## src/rtl/if_stage_pkg.sv

```systemverilog
// Shared widths, reset address and bus layout for the instruction-fetch stage.
package if_stage_pkg;

    localparam int          IF_TO_IPD_BUS_WD = 96;
    localparam int          ID_TO_IF_BUS_WD  = 33;
    localparam logic [31:0] RESET_PC_VALUE   = 32'h1C00_0000;

    typedef struct packed {
        logic [31:0] pred_pc;
        logic [31:0] inst_pc;
        logic [31:0] inst;
    } if_to_ipd_t;

    function automatic logic [31:0] pc_plus4(input logic [31:0] pc);
        return pc + 32'd4;
    endfunction

endpackage

```

## src/rtl/if_inst_hold_buf.sv

```systemverilog
// One-entry holding register that keeps the SRAM read word alive while IPD stalls.
module if_inst_hold_buf (
    input  logic        clk,
    input  logic        reset,
    input  logic        clear_i,
    input  logic        rsp_fresh_i,
    input  logic        if_valid_i,
    input  logic [31:0] rdata_i,
    output logic [31:0] inst_o,
    output logic        buf_valid_o
);

    logic        buf_valid_q, buf_valid_d;
    logic [31:0] buf_inst_q, buf_inst_d;

    always_comb begin
        buf_valid_d = buf_valid_q;
        buf_inst_d  = buf_inst_q;
        if (clear_i) begin
            buf_valid_d = 1'b0;
        end else if (rsp_fresh_i && if_valid_i && !buf_valid_q) begin
            // last chance: the SRAM output is undefined once no request follows
            buf_valid_d = 1'b1;
            buf_inst_d  = rdata_i;
        end
    end

    always_ff @(posedge clk) begin
        if (reset) begin
            buf_valid_q <= 1'b0;
            buf_inst_q  <= 32'h0;
        end else begin
            buf_valid_q <= buf_valid_d;
            buf_inst_q  <= buf_inst_d;
        end
    end

    assign inst_o      = buf_valid_q ? buf_inst_q : rdata_i;
    assign buf_valid_o = buf_valid_q;

endmodule

```

## src/rtl/if_stage.sv

```systemverilog
// Pipeline stage 1: PC generation, inst SRAM request and hand-off to IPD.
module if_stage
    import if_stage_pkg::*;
#(
    parameter logic [31:0] RESET_PC = RESET_PC_VALUE
) (
    input  logic                        clk,
    input  logic                        reset,
    input  logic [ID_TO_IF_BUS_WD-1:0]  ID_to_IF_bus,
    input  logic                        IPD_allow_in,
    output logic                        IF_to_IPD_valid,
    output logic [IF_TO_IPD_BUS_WD-1:0] IF_to_IPD_bus,
    output logic                        inst_sram_en,
    output logic [3:0]                  inst_sram_we,
    output logic [31:0]                 inst_sram_addr,
    output logic [31:0]                 inst_sram_wdata,
    input  logic [31:0]                 inst_sram_rdata
);

    logic        br_taken_cancel;
    logic [31:0] pc_from_id;
    logic        if_ready_go;
    logic        if_allow_in;
    logic [31:0] nextpc;
    logic [31:0] inst;
    logic        buf_valid;
    if_to_ipd_t  bus;

    logic        if_valid_q, if_valid_d;
    logic [31:0] if_pc_q, if_pc_d;
    logic        rsp_fresh_q, rsp_fresh_d;

    assign br_taken_cancel = ID_to_IF_bus[32];
    assign pc_from_id      = ID_to_IF_bus[31:0];

    // a cancel always opens IF so the redirect target is fetched immediately
    assign if_ready_go = 1'b1;
    assign if_allow_in = ~if_valid_q | (if_ready_go & IPD_allow_in) | br_taken_cancel;
    assign nextpc      = br_taken_cancel ? pc_from_id : pc_plus4(if_pc_q);

    always_comb begin
        if_valid_d  = if_valid_q;
        if_pc_d     = if_pc_q;
        rsp_fresh_d = 1'b0;
        if (if_allow_in) begin
            if_valid_d  = 1'b1;
            if_pc_d     = nextpc;
            rsp_fresh_d = 1'b1;
        end
    end

    always_ff @(posedge clk) begin
        if (reset) begin
            if_valid_q  <= 1'b0;
            if_pc_q     <= RESET_PC - 32'd4;
            rsp_fresh_q <= 1'b0;
        end else begin
            if_valid_q  <= if_valid_d;
            if_pc_q     <= if_pc_d;
            rsp_fresh_q <= rsp_fresh_d;
        end
    end

    if_inst_hold_buf u_hold_buf (
        .clk         (clk),
        .reset       (reset),
        .clear_i     (if_allow_in),
        .rsp_fresh_i (rsp_fresh_q),
        .if_valid_i  (if_valid_q),
        .rdata_i     (inst_sram_rdata),
        .inst_o      (inst),
        .buf_valid_o (buf_valid)
    );

    assign inst_sram_en    = ~reset & if_allow_in;
    assign inst_sram_we    = 4'h0;
    assign inst_sram_addr  = {nextpc[31:2], 2'b00};
    assign inst_sram_wdata = 32'h0;

    assign bus.pred_pc = pc_plus4(if_pc_q);
    assign bus.inst_pc = if_pc_q;
    assign bus.inst    = inst;

    assign IF_to_IPD_valid = if_valid_q & ~br_taken_cancel;
    assign IF_to_IPD_bus   = bus;

endmodule
```

## config.mk

```make
export PLATFORM = sky130hd
export DESIGN_NAME = if_stage
export DESIGN_NICKNAME = d
export VERILOG_FILES = /design/src/rtl/if_stage_pkg.sv /design/src/rtl/if_inst_hold_buf.sv /design/src/rtl/if_stage.sv
export SDC_FILE = /design/constraint.sdc
export NUM_CORES = 1
export LEC_CHECK = 0
export ABC_AREA = 0
export CELL_PAD_IN_SITES_DETAIL_PLACEMENT = 0
export CELL_PAD_IN_SITES_GLOBAL_PLACEMENT = 1
export CORE_MARGIN = 2
export CORE_UTILIZATION = 28
export DETAILED_ROUTE_END_ITERATION = 12
export PLACE_DENSITY_LB_ADDON = 0.1
export SETUP_SLACK_MARGIN = 0.4
export SYNTH_ARGS = -nofsm -noshare
export SYNTH_HDL_FRONTEND = slang
export SYNTH_SLANG_ARGS = --single-unit
```

## constraint.sdc

```tcl
create_clock -name clk -period 3.3 [get_ports clk]
set_input_delay 0.66 -clock clk [delete_from_list [all_inputs] [get_ports clk]]
set_output_delay 0.66 -clock clk [all_outputs]
set_load 0.01 [all_outputs]
```

==> results of run 1 <==
## timing repair
action                                  in CTS  in global routing
pin swaps                                   30                 28
endpoints found under the setup margin      49                 33
setup buffers                               38                 16
gates resized for setup                     92                 60
hold buffers                                 0                  0
cloned                                       1                  0
## how the worst max path moves through the flow
stage                              from                       end  depth (start not counted)
3_3_place_gp    if_pc_q[3]$_SDFFE_PP1N_        inst_sram_addr[20]                          7
5_1_grt         if_pc_q[2]$_SDFFE_PP1N_  if_pc_q[20]$_SDFFE_PP1N_                         20
4_1_cts         if_pc_q[2]$_SDFFE_PP1N_  if_pc_q[20]$_SDFFE_PP1N_                         20
6_report       if_pc_q[14]$_SDFFE_PP1N_  if_pc_q[20]$_SDFFE_PP1N_                         20
3_5_place_dp    if_pc_q[3]$_SDFFE_PP1N_        inst_sram_addr[20]                          7
2_1_floorplan   if_pc_q[2]$_SDFFE_PP1N_        inst_sram_addr[22]                          8
## worst max-delay path: stages (launching register included)
cell and delay [ns]:
dfxtp_2 0.35, buf_6 0.14, and4_4 0.24, nand4_1 0.14
buf_4 0.17, buf_6 0.10, buf_6 0.10, buf_6 0.10
buf_6 0.11, buf_6 0.11, buf_6 0.10, buf_6 0.10
buf_6 0.10, buf_6 0.10, buf_6 0.10, buf_6 0.11
buf_6 0.11, buf_6 0.10, buf_6 0.10, o31ai_4 0.16
a31oi_1 0.10
## cell usage in the layout (no fill, tap or decap), types with 23 or more instances in the layout
master	synthesis	routed
clkdlybuf4s50_1	0	151
nand2_1	77	77
buf_4	70	60
dfxtp_1	67	50
a21oi_1	44	44
nor2_1	41	39
mux2_2	40	39
conb_1	1	38
buf_6	0	25
dlygate4sd2_1	0	23
## kinds of logic (layout without fill, tap and decap cells)
logic type / Yosys count / count (layout) / share of synthesized area, %
xor+xnor: 34 / 34 / 6.36
compound gates: 105 / 105 / 14.2
other cells: 1 / 38 / 0.0801
simple gates: 226 / 226 / 24.9
mux: 43 / 43 / 10.3
buf+inv: 116 / 302 / 15.2
flops: 67 / 67 / 28.7
fa+ha+maj: 1 / 1 / 0.267
## layout make-up
type | count | area, µm²
fillers | 1622 | 8830
multi-input cells | 447 | 2980
repair buffers | 280 | 2640
flip-flops and latches | 67 | 1380
well taps | 220 | 275
clock buffers | 11 | 253
clock inverters | 5 | 83.8
inverters | 6 | 22.5
## state kept, by name, summed over array words and instances, names as in the netlist
| register | count |
|---|---|
| if_valid_q | 1 |
| rsp_fresh_q | 1 |
| if_pc_q | 32 |
| u_hold_buf.buf_inst_q | 32 |
| u_hold_buf.buf_valid_o | 1 |
## per-stage QoR
| stage | hold WS, ns | setup WS (ns) | area (µm²) | std cells |
|---|---|---|---|---|
| after global placement | 0.439 | 0.266 | 6580 | 965 |
| after floorplan | 0.433 | 0.626 | 4820 | 630 |
| after detailed placement | 0.445 | 0.185 | 6580 | 965 |
| after global routing | 0.469 | 0.276 | 7630 | 1036 |
| final | 0.451 | 0.370 | 7630 | 1036 |
| after CTS | 0.454 | 0.205 | 7350 | 1020 |
## power breakdown
group	leakage, nW	switching (W)	internal, W
Clock	0.158	0.000384	0.000705
Combinational	2.28	0.000541	0.000628
Sequential	0.546	0.0000482	0.000853
## routing by layer
| layer | part of all wire (%) | vias up | global-route usage [%] |
|---|---|---|---|
| met1 | 44 | 2314 | 23.7 |
| met4 | 1.5 | 0 | 6.21 |
| met5 | 0 | - | 0 |
| met2 | 48 | 172 | 31.1 |
| li1 | - | 2397 | - |
| met3 | 6.5 | 18 | 4.00 |
==> flow_summary_export.csv, run 1 <==
group,metric,value,unit
outcome,outcome,"finished clean",
worst_setup_path,cp-start-kind,"register",
yosys,yosys.area.top_type_share,28.7,%
grt,grt_pass1_vias,4760,
min_path,hold_path_class,"reg2reg",
timing,worst_slew_pin_slew,0.904,ns
worst_setup_path,reg2regPathDepth,20,
floorplan,die_x,133,µm
run,cap_violations,0,
detailed_routing,drt_pass1_iterations,4,
cts,numCtsBuffers,9,
worst_setup_path,critical_path.max_fanout,7,
grt,grt_overflow,0,
yosys,synth-main-ff-cell,"dfxtp_1",
yosys,synthMostInstantiatedCell,"nand2_1",
cells_and_area,drive_above_1_share,26.7,%
yosys,yosysSeqAreaShare,28.7,%
placed_design,hpwl,11700,µm
worst_setup_path,cp.arrival,3.11,ns
cells_and_area,syn2layout_area_growth,63.0,%
floorplan,rows,47,
detailed_routing,routed_wl,16900,µm
yosys,yosysWarnings,0,
min_path,min-delay-start,"u_hold_buf.buf_inst_q[17]$_SDFFE_PP0P_",
cts,clock-sinks,67,
yosys,syn_area,0.00468,mm²
min_path,worstHoldEndpoint,"u_hold_buf.buf_inst_q[17]$_SDFFE_PP0P_",
detailed_routing,avgViaCountPerCell,4.73,
floorplan,core_area,0.0165,mm²
pwr,total_power,0.00316,W
grt,grt_max_degree,51,
worst_setup_path,cp.required,3.48,ns
detailed_routing,via_count,4901,
placed_design,port_buffers,195,
cts,cts.path.max_buffers,2,
yosys,ys_seq_elements,67,
timing,period_share,88.8,%
yosys,yosysTopAreaCell,"dfxtp_1",
yosys,netlist_instances,593,
pwr,peakVddDrop,0.276,mV
timing,rsz0062_at_grt,"yes",
yosys,synth_edf_count,0,
cts,clk_pin_slew,0.06,ns
min_path,hold-path-cell-count,2,
timing,finalSetupViolations,0,
detailed_routing,drc,0,
pwr,leakage,2.99,nW
timing,final_hold_viol_count,0,
floorplan,pin_count,234,
cts,ctsHtreeMaxLevel,3,
cts,tritoncts,"yes",
cts,ctsRootBufferMaster,"clkbuf_16",
timing,maxSlewViolCount,0,
worst_setup_path,r2r-end,"if_pc_q[20]$_SDFFE_PP1N_",
timing,post-route-min-period,2.93,ns
grt,antenna_found_initial,0,
floorplan,die_h,133,µm
worst_setup_path,critPathKind,"reg2reg",
worst_setup_path,worstSetupEndpointType,"register",
grt,grt_use_total,18.6,%
timing,tns,0,ns
yosys,syn_area_per_cell,7.89,µm²
detailed_routing,ant_nets,0,
cells_and_area,diodes,0,
worst_setup_path,r2r-start,"if_pc_q[14]$_SDFFE_PP1N_",
worst_setup_path,r2r_setup_slack,0.37,ns
timing,worst_clock_skew,0.00445,ns
timing,slew_headroom,39.5,%
cts,clk-insertion-delay-late,0.34,ns
pwr,p_per_area,414,mW/mm²
yosys,synth-async-reset-ratio,0,%
grt,grt_first_pass_wirelength,25900,µm
timing,max_freq,0.341,GHz
yosys,yosys-top-cells-count,"nand2_1 (77), buf_4 (70), dfxtp_1 (67), a21oi_1 (44), nor2_1 (41)",
floorplan,initial_core_util,28.4,%
cells_and_area,nets,880,
cells_and_area,final_core_util,46.3,%
detailed_routing,drt_iter0_drc,245,
floorplan,die-area,0.0178,mm²
detailed_routing,post_drt_wl_per_cell,16.3,µm
yosys,ys_top_cells_by_area,"dfxtp_1 (29%), buf_4 (11%), mux2_2 (9.6%)",
yosys,synth_cell_types,53,
placed_design,place_congestion,0.772,
No activity file was read; power rests on OpenSTA's default activity.
==> inputs of run 2 (changes only) <==
- CORE_UTILIZATION: 28 -> 29
- CTS_BUF_LIST: default -> sky130_fd_sc_hd__clkbuf_4
==> run 2 against run 1 <==
Against the previous run:
- highest routed layer unchanged
- clock-buffer cell count stayed put
- via count rose by 0.24%
- combinational power hardly changed
- critical path type is now reg2out
==> flow_summary_export.csv, run 2 (synthesis results as in run 1) <==
group,metric,value,unit
outcome,outcome,"finished clean",
cells_and_area,fill_cells,1573,
worst_setup_path,worstSetupEndpointType,"output port",
cells_and_area,regArea,0.00139,mm²
timing,finalSetupViolations,0,
pwr,leakage,2.89,nW
detailed_routing,drt_pass1_iterations,6,
worst_setup_path,cp-start-kind,"register",
timing,max_freq,0.332,GHz
cells_and_area,multi_input_comb_area,0.00307,mm²
grt,grt_use_total,19.1,%
floorplan,die-area,0.0172,mm²
grt,grt_first_pass_wirelength,25500,µm
floorplan,initial_core_util,29.6,%
run,cap_violations,0,
cts,clk-insertion-delay-late,0.43,ns
grt,antenna_found_initial,1,
pwr,p_per_area,355,mW/mm²
worst_setup_path,critPathKind,"reg2out",
cells_and_area,final_cells,1032,
cells_and_area,final_area,0.00744,mm²
placed_design,port_buffers,195,
detailed_routing,ant_nets,0,
timing,post-route-min-period,3.01,ns
floorplan,pin_count,234,
min_path,hold-path-cell-count,2,
cells_and_area,mostFrequentLayoutCell,"clkdlybuf4s50_1",
min_path,min-delay-start,"u_hold_buf.buf_inst_q[12]$_SDFFE_PP0P_",
placed_design,place_congestion,0.789,
cells_and_area,syn2layout_area_growth,58.9,%
worst_setup_path,cp.required,2.64,ns
detailed_routing,post_drt_wl_per_cell,16.3,µm
worst_setup_path,reg2regPathDepth,11,
worst_setup_path,r2r-start,"if_pc_q[10]$_SDFFE_PP1N_",
timing,slew_headroom,51.2,%
pwr,peakVddDrop,0.177,mV
cells_and_area,reg_top3,"if_pc_q (32), u_hold_buf.buf_inst_q (32)",
cts,clock-sinks,67,
timing,rsz0062_at_grt,"yes",
grt,grt_max_degree,58,
floorplan,die_x,131,µm
grt,grt_overflow,0,
placed_design,placed_area,0.00659,mm²
detailed_routing,routed_wl,16800,µm
detailed_routing,avgViaCountPerCell,4.76,
cts,tritoncts,"yes",
worst_setup_path,r2r_setup_slack,1.11,ns
min_path,worstHoldEndpoint,"u_hold_buf.buf_inst_q[12]$_SDFFE_PP0P_",
worst_setup_path,r2r-end,"if_pc_q[30]$_SDFFE_PP0N_",
worst_setup_path,cp.arrival,2.35,ns
worst_setup_path,critical_path.max_fanout,6,
floorplan,die_h,131,µm
cts,numCtsBuffers,9,
timing,final_hold_viol_count,0,
cells_and_area,drive_above_1_share,30.8,%
cells_and_area,nets,879,
cts,clk_pin_slew,0.12,ns
timing,period_share,91.3,%
placed_design,dp_cells,962,
cts,cts.path.max_buffers,2,
placed_design,hpwl,11600,µm
detailed_routing,drc,0,
detailed_routing,via_count,4913,
cts,ctsRootBufferMaster,"clkbuf_4",
timing,maxSlewViolCount,0,
timing,worst_clock_skew,0.0159,ns
timing,tns,0,ns
grt,grt_pass1_vias,4756,
timing,worst_slew_pin_slew,0.729,ns
detailed_routing,drt_iter0_drc,358,
floorplan,rows,46,
min_path,hold_path_class,"reg2reg",
cts,ctsHtreeMaxLevel,3,
timing,hold_slack,0.459,ns
floorplan,core_area,0.0158,mm²
cells_and_area,final_cell_mix,"clkdlybuf4s50_1 (145), nand2_1 (76), buf_4 (68)",
==> run 2: cell count changes in the layout (fill, tap and decap cells not counted), moves of 3 or more <==
cell,before,now
clkbuf_16,9,0
buf_6,25,16
clkdlybuf4s50_1,151,145
buf_4,60,68
dlygate4sd2_1,23,12
xnor2_2,9,12
dlymetal6s2s_1,10,5
xnor2_1,13,9
clkbuf_4,0,11
buf_8,0,3
clkbuf_2,2,17
==> run 2: how the worst max path moves through the flow <==
| stage | cells past startpoint | slack (ns) | start | endpoint |
|---|---|---|---|---|
| detailed placement | 7 | 0.17 | if_pc_q[3]$_SDFFE_PP1N_ | inst_sram_addr[28] |
| floorplan | 8 | 0.63 | if_pc_q[2]$_SDFFE_PP1N_ | inst_sram_addr[22] |
| global route | 8 | 0.15 | if_pc_q[17]$_SDFFE_PP1N_ | inst_sram_addr[31] |
| CTS | 9 | 0.17 | if_pc_q[12]$_SDFFE_PP1N_ | inst_sram_addr[26] |
| global placement | 7 | 0.25 | if_pc_q[3]$_SDFFE_PP1N_ | inst_sram_addr[20] |
| finish | 8 | 0.29 | if_pc_q[17]$_SDFFE_PP1N_ | inst_sram_addr[31] |
==> run 2: cell type report <==
cell class | count | share of cell area (%)
well taps | 216 | 3.63
multi-input cells | 447 | 41.3
clock buffers | 11 | 1.11
inverters | 6 | 0.303
flip-flops and latches | 67 | 18.6
repair buffers | 279 | 34.3
diodes | 1 | 0.0336
clock inverters | 5 | 0.723
==> run 2: report_power, final <==
part / total [W] / switching (W) / internal [W] / leakage (nW)
Clock: 0.000566 / 0.000321 / 0.000244 / 0.0705
Combinational: 0.00118 / 0.000550 / 0.000628 / 2.27
Sequential: 0.000898 / 0.0000458 / 0.000852 / 0.546
==> run 2: timing repair <==
action,in CTS,in global routing
setup buffers,28,24
gates resized for setup,130,95
endpoints found under the setup margin,51,38
gates cloned,1,0
hold buffers,0,0
pin swaps,33,37
hold endpoints to repair,0,0
==> run 2: stage by stage <==
| step | setup WS [ns] | total power, W | utilization, % |
|---|---|---|---|
| after global routing | 0.145 | 0.00280 | 47.0 |
| after floorplan | 0.626 | 0.00147 | - |
| after global placement | 0.249 | 0.00191 | 41.7 |
| final | 0.288 | 0.00264 | 47.0 |
| after detailed placement | 0.170 | 0.00192 | 41.7 |
| after CTS | 0.172 | 0.00258 | 45.0 |
==> run 2: metal layers <==
layer	share of wire (%)	wire length [µm]	vias to the layer above	global-route usage (%)
met1	43	7270	2344	23.6
met5	0	0	-	0
met2	49	8300	169	32.9
met3	6.2	1050	15	5.17
li1	-	-	2385	-
met4	1.3	218	0	5.13
==> run 2: critical path, cell delays in order (launching register included) <==
cell	delay, ns
dfxtp_2	0.43
nand4_1	0.23
nor2_4	0.22
buf_4	0.15
nand4_4	0.10
buf_6	0.13
or3_4	0.34
a31oi_4	0.19
buf_6	0.12
